<file path="config.mk">
export PLATFORM = sky130hd
export DESIGN_NAME = tpu_mac_sequencer
export DESIGN_NICKNAME = d
export VERILOG_FILES = /design/src/rtl/tpu_mac_sequencer.sv
export SDC_FILE = /design/constraint.sdc
export NUM_CORES = 1
export LEC_CHECK = 0
export CAP_MARGIN = 20
export CORE_UTILIZATION = 48
export CTS_CLUSTER_SIZE = 16
export DETAILED_ROUTE_END_ITERATION = 12
export PLACE_DENSITY = 0.84
export SLEW_MARGIN = 40
export SYNTH_ARGS = -nofsm -noshare
export SYNTH_HDL_FRONTEND = slang
export SYNTH_SLANG_ARGS = --single-unit
</file>
<file path="constraint.sdc">
create_clock -name clk -period 2.4 [get_ports clk]
set_input_delay 0.48 -clock clk [delete_from_list [all_inputs] [get_ports clk]]
set_output_delay 0.48 -clock clk [all_outputs]
set_load 0.05 [all_outputs]
</file>
<file path="src/rtl/tpu_mac_sequencer.sv">
// Dot-product job sequencer for an external 8x8->16 MAC: clear, stream LEN pairs, drain, report.
// Optional build macro TPU_SEQ_SATURATE_EN: an overflowed job reports res_data = 16'hFFFF.
module tpu_mac_sequencer #(
  parameter int LEN_W   = 8,
  parameter int MAC_LAT = 1
) (
  input  logic             clk,
  input  logic             reset,
  input  logic             cmd_valid,
  input  logic [LEN_W-1:0] cmd_len,
  output logic             cmd_ready,
  input  logic             op_valid,
  input  logic [7:0]       op_a,
  input  logic [7:0]       op_b,
  output logic             op_ready,
  output logic             mac_clr,
  output logic             mac_en,
  output logic [7:0]       mac_a,
  output logic [7:0]       mac_b,
  input  logic [15:0]      mac_acc,
  input  logic             mac_err,
  output logic             res_valid,
  output logic [15:0]      res_data,
  output logic             res_err,
  input  logic             res_ready
);

  typedef enum logic [2:0] {S_IDLE, S_CLEAR, S_RUN, S_DRAIN, S_DONE} state_t;

  localparam logic [2:0]       DRAIN_INIT = 3'(MAC_LAT);
  localparam logic [LEN_W-1:0] LEN_ONE    = LEN_W'(1);

  state_t           state;
  logic [LEN_W-1:0] remaining;
  logic [2:0]       drain_cnt;
  logic [15:0]      acc_result;

  assign cmd_ready = (state == S_IDLE);
  assign op_ready  = (state == S_RUN);

`ifdef TPU_SEQ_SATURATE_EN
  assign acc_result = mac_err ? 16'hFFFF : mac_acc;
`else
  assign acc_result = mac_acc;
`endif

  // DRAIN lasts MAC_LAT+1 cycles: the first one carries the last mac_en strobe,
  // the remaining MAC_LAT let the MAC pipeline settle before the sample.
  // NOTE: every register in this block uses <= so all updates see pre-edge values;
  // mixing in = here would make results depend on statement order.
  always_ff @(posedge clk) begin
    if (reset) begin
      state     <= S_IDLE;
      remaining <= '0;
      drain_cnt <= '0;
      mac_clr   <= 1'b0;
      mac_en    <= 1'b0;
      mac_a     <= '0;
      mac_b     <= '0;
      res_valid <= 1'b0;
      res_data  <= '0;
      res_err   <= 1'b0;
    end else begin
      mac_clr <= 1'b0;
      mac_en  <= 1'b0;
      case (state)
        S_IDLE: begin
          if (cmd_valid) begin
            if (cmd_len != '0) begin
              remaining <= cmd_len;
              mac_clr   <= 1'b1;
              state     <= S_CLEAR;
            end else begin
              res_data  <= '0;
              res_err   <= 1'b0;
              res_valid <= 1'b1;
              state     <= S_DONE;
            end
          end
        end
        S_CLEAR: state <= S_RUN;
        S_RUN: begin
          if (op_valid) begin
            mac_a     <= op_a;
            mac_b     <= op_b;
            mac_en    <= 1'b1;
            remaining <= remaining - LEN_ONE;
            if (remaining == LEN_ONE) begin
              drain_cnt <= DRAIN_INIT;
              state     <= S_DRAIN;
            end
          end
        end
        S_DRAIN: begin
          if (drain_cnt == '0) begin
            res_data  <= acc_result;
            res_err   <= mac_err;
            res_valid <= 1'b1;
            state     <= S_DONE;
          end else begin
            drain_cnt <= drain_cnt - 3'd1;
          end
        end
        S_DONE: begin
          if (res_ready) begin
            res_valid <= 1'b0;
            state     <= S_IDLE;
          end
        end
        default: state <= S_IDLE;
      endcase
    end
  end

endmodule

</file>
==> reports/metrics.csv <==
stage,metric,value,unit
floorplan,Die W,72.65,µm
timing,final worst slack,288.9,ps
routing,drt wl/cell,13.46,µm
logic_synthesis,"Seq/Total Area, Yosys",0.4178,
routing,DRC Markers,0,
floorplan,CORE AREA,4755,µm²
routing,Initial DRT Pass Iterations,4,
critical_path,Crit path largest cell delay,520,ps
logic_synthesis,top-area cell type share of the netlist area,0.4178,
logic_synthesis,Post-Synth Adder-Cell Area,0.02089,
worst_hold_path,type of the tightest min-delay check,reg2reg,
clock_tree,total setup buffers inserted after CTS,0,
logic_synthesis,Post-synth EDFFs,0,
logic_synthesis,Synth Area in Simple Gates,0.2433,
logic_synthesis,synth top area cells,"dfxtp_1 (42%), nand2_1 (8.6%), mux2i_1 (7.9%)",
logic_synthesis,main flop type after synthesis,dfxtp_1,
timing,final setup fails,0,
finish,n_diodes,0,
timing,"Hold Violations, Final",0,
critical_path,CP Max Fanout,14,
power,Max IR drop VDD,0.5566,mV
critical_path,CP arrival,1630,ps
timing,crit path time final,2111,ps
clock_tree,Post-CTS Hold Buffers,0,
routing,via count,2214,
logic_synthesis,syn_area_per_cell,8.650,µm²
finish,"commonest non-fill, non-tap cell in the layout",clkdlybuf4s50_1,
global_routing,global-route wire length before repair,9052,µm
clock_tree,clk root buf,clkbuf_8,
critical_path,critical path class,reg2out,
logic_synthesis,Mapped Cells,277,
logic_synthesis,XOR/XNOR Fraction of Synth Area,0,
floorplan,Rows,25,
floorplan,Vert. Die Dim,72.65,µm
place,Placed Cells,416,
routing,Final ANT Viol Nets,0,
run_status,status,"finished, final reports clean",
critical_path,critical path cell sequence,or3b_1 > inv_6 > buf_12,
global_routing,GR peak layer,met2,
routing,final wirelength,5709,µm
routing,First DRT Iteration DRCs,125,
critical_path,Critical Path RT,1920,ps
clock_tree,clock sinks,50,
finish,most frequent cells in the layout,"clkdlybuf4s50_1 (81), nand2_1 (55), dfxtp_1 (50)",
clock_tree,Clock transition at path regs,90,ps
logic_synthesis,largest family of logic cells by synthesized area,simple AND/OR/NAND/NOR gates,
logic_synthesis,post-synthesis compound-gate area fraction,0.1655,
logic_synthesis,Unique masters post-synth,49,
global_routing,antenna violations before repair,0,
logic_synthesis,Syn. warnings,0,
logic_synthesis,multiplexer share of the synthesized area,0.07937,
floorplan,Initial Utilization,0.5039,
logic_synthesis,syn_nets,327,
place,gpl congestion,0.8512,
critical_path,CP max stage cell,dfxtp_1,
power,Pleak,1.142,nW
floorplan,die outline area,5278,µm²
timing,Fmax,473.7,MHz
logic_synthesis,post-synth top area cell,dfxtp_1,
routing,Via-to-Cell Ratio,5.222,
timing,final setup TNS,0,ps
timing,period utilization,0.8796,
place,Port-buffer cells,83,
global_routing,met1 Resource Use GR,0.2593,
finish,area grow syn2layout,40.52,%
place,dpl ws,93.91,ps
global_routing,GRT Overall Usage,0.2213,
global_routing,grt met2 use,0.3801,
power,pwr/cell area,851.8,nW/µm²
timing,Slew Limit Headroom,0.6515,
clock_tree,TritonCTS clock tree,built,
job,Max Cap Viol,0,
place,Post-DP HPWL,4104,µm
global_routing,total gr overflow,0,
timing,clk_skew,5.078,ps
logic_synthesis,share of flip-flops with an asynchronous set or reset,0,
timing,Slew @ Worst Pin,521.1,ps
floorplan,I/O pins,84,
global_routing,vias in the first global route,2071,
finish,layout cell share with drive strength beyond 1,0.08123,
clock_tree,Max clock buf depth,2,
logic_synthesis,Netlist Area Pre-Place,2396,µm²
timing,"Slew Viols, Final",0,
clock_tree,H-tree depth,2,
finish,Non-Filler Instances,424,
global_routing,largest net degree at the start of global routing,36,
logic_synthesis,Synth Register Bits,50,
critical_path,r2r setup slk,580,ps
critical_path,Worst Setup Start Kind,flip-flop,
timing,RSZ-0062 raised after global routing,false,
critical_path,CP endpoint kind,primary output,
clock_tree,CTS buffer count,5,
clock_tree,clk_lat worst skew,310,ps
finish,# nets final,406,
global_routing,M3 GR Usage,0.07597,
==> state kept, by name, summed over array words and instances, names as in the netlist <==
| signal | flops |
|---|---|
| res_valid | 1 |
| mac_a | 8 |
| state | 3 |
| mac_b | 8 |
| mac_en | 1 |
| res_data | 16 |
| remaining | 8 |
| res_err | 1 |
| drain_cnt | 3 |
| mac_clr | 1 |
==> cell families after synthesis <==
group                      Yosys count
DFF                                 50
adders and majority gates            4
and+or+nand+nor                    115
buffers and inverters               26
AOI/OAI and AO/OA                   63
muxes                               19
==> through the flow <==
stage               utilization  power, mW  hold WS [ps]  cell area (µm²)
floorplan                     -      2.014         453.9             2396
global placement         0.6855      2.311         441.2             3259
detailed placement       0.6855      2.334         446.9             3259
CTS                      0.7076      2.873         458.6             3364
global route             0.7082      3.034         479.1             3367
finish                   0.7082      2.868         457.4             3367
==> cell usage after synthesis, types with 2 or more instances <==
library cell / n
nor2_1: 12
dfxtp_1: 50
buf_2: 3
inv_1: 5
mux2i_1: 19
buf_4: 2
nor4_2: 2
o21ba_2: 2
o21ai_0: 10
buf_6: 6
and2_1: 2
clkbuf_1: 8
a211oi_1: 4
nor3_1: 5
a31oi_1: 4
a21oi_1: 27
nor2b_1: 2
nand4_1: 4
nand3b_1: 2
ha_1: 4
nand2_1: 55
nor3b_1: 2
a21o_1: 3
a21boi_0: 2
nand2b_1: 17
nor4_1: 2
==> area by class of cell <==
| cell class | count | area (µm²) |
|---|---|---|
| Fill cell | 399 | 1388 |
| Multi-Input combinational cell | 201 | 1226 |
| Sequential cell | 50 | 1001 |
| Timing Repair Buffer | 92 | 923.4 |
| Clock buffer | 7 | 96.34 |
| Tap cell | 67 | 83.83 |
| Inverter | 6 | 27.53 |
| Clock inverter | 1 | 8.758 |
==> worst max-delay path: cells and delay by family (launching register included) <==
family                 cells  cell delay (ps)
DFF                        1              520
buffers and inverters      2              320
and+or+nand+nor            1              480
==> worst paths after layout <==
kind                          from                        end  depth (start not counted)
max          state[1]$_SDFFE_PP0P_                   op_ready                          3
min          mac_a[4]$_SDFFE_PP0P_      mac_a[4]$_SDFFE_PP0P_                          2
max reg2reg  state[1]$_SDFFE_PP0P_  remaining[2]$_SDFFE_PP0P_                          5
min reg2reg  mac_a[4]$_SDFFE_PP0P_      mac_a[4]$_SDFFE_PP0P_                          2
==> power breakdown <==
part / internal, mW / switching, mW / total, mW
Combinational: 0.522 / 0.744 / 1.27
Sequential: 0.945 / 0.111 / 1.06
Clock: 0.264 / 0.282 / 0.547
==> what timing repair did <==
| item | 4_1_cts | 5_1_grt |
|---|---|---|
| gates resized for setup | 0 | 1 |
| hold endpoints to repair | 0 | 0 |
| setup endpoints to repair | 0 | 1 |
==> metal layers <==
| metal | up-vias | share of wire |
|---|---|---|
| li1 | 1110 | - |
| met5 | - | 0 |
| met2 | 61 | 0.47 |
| met3 | 6 | 0.067 |
| met4 | 0 | 0.011 |
| met1 | 1037 | 0.45 |
Power figures use the tool's default switching activity.
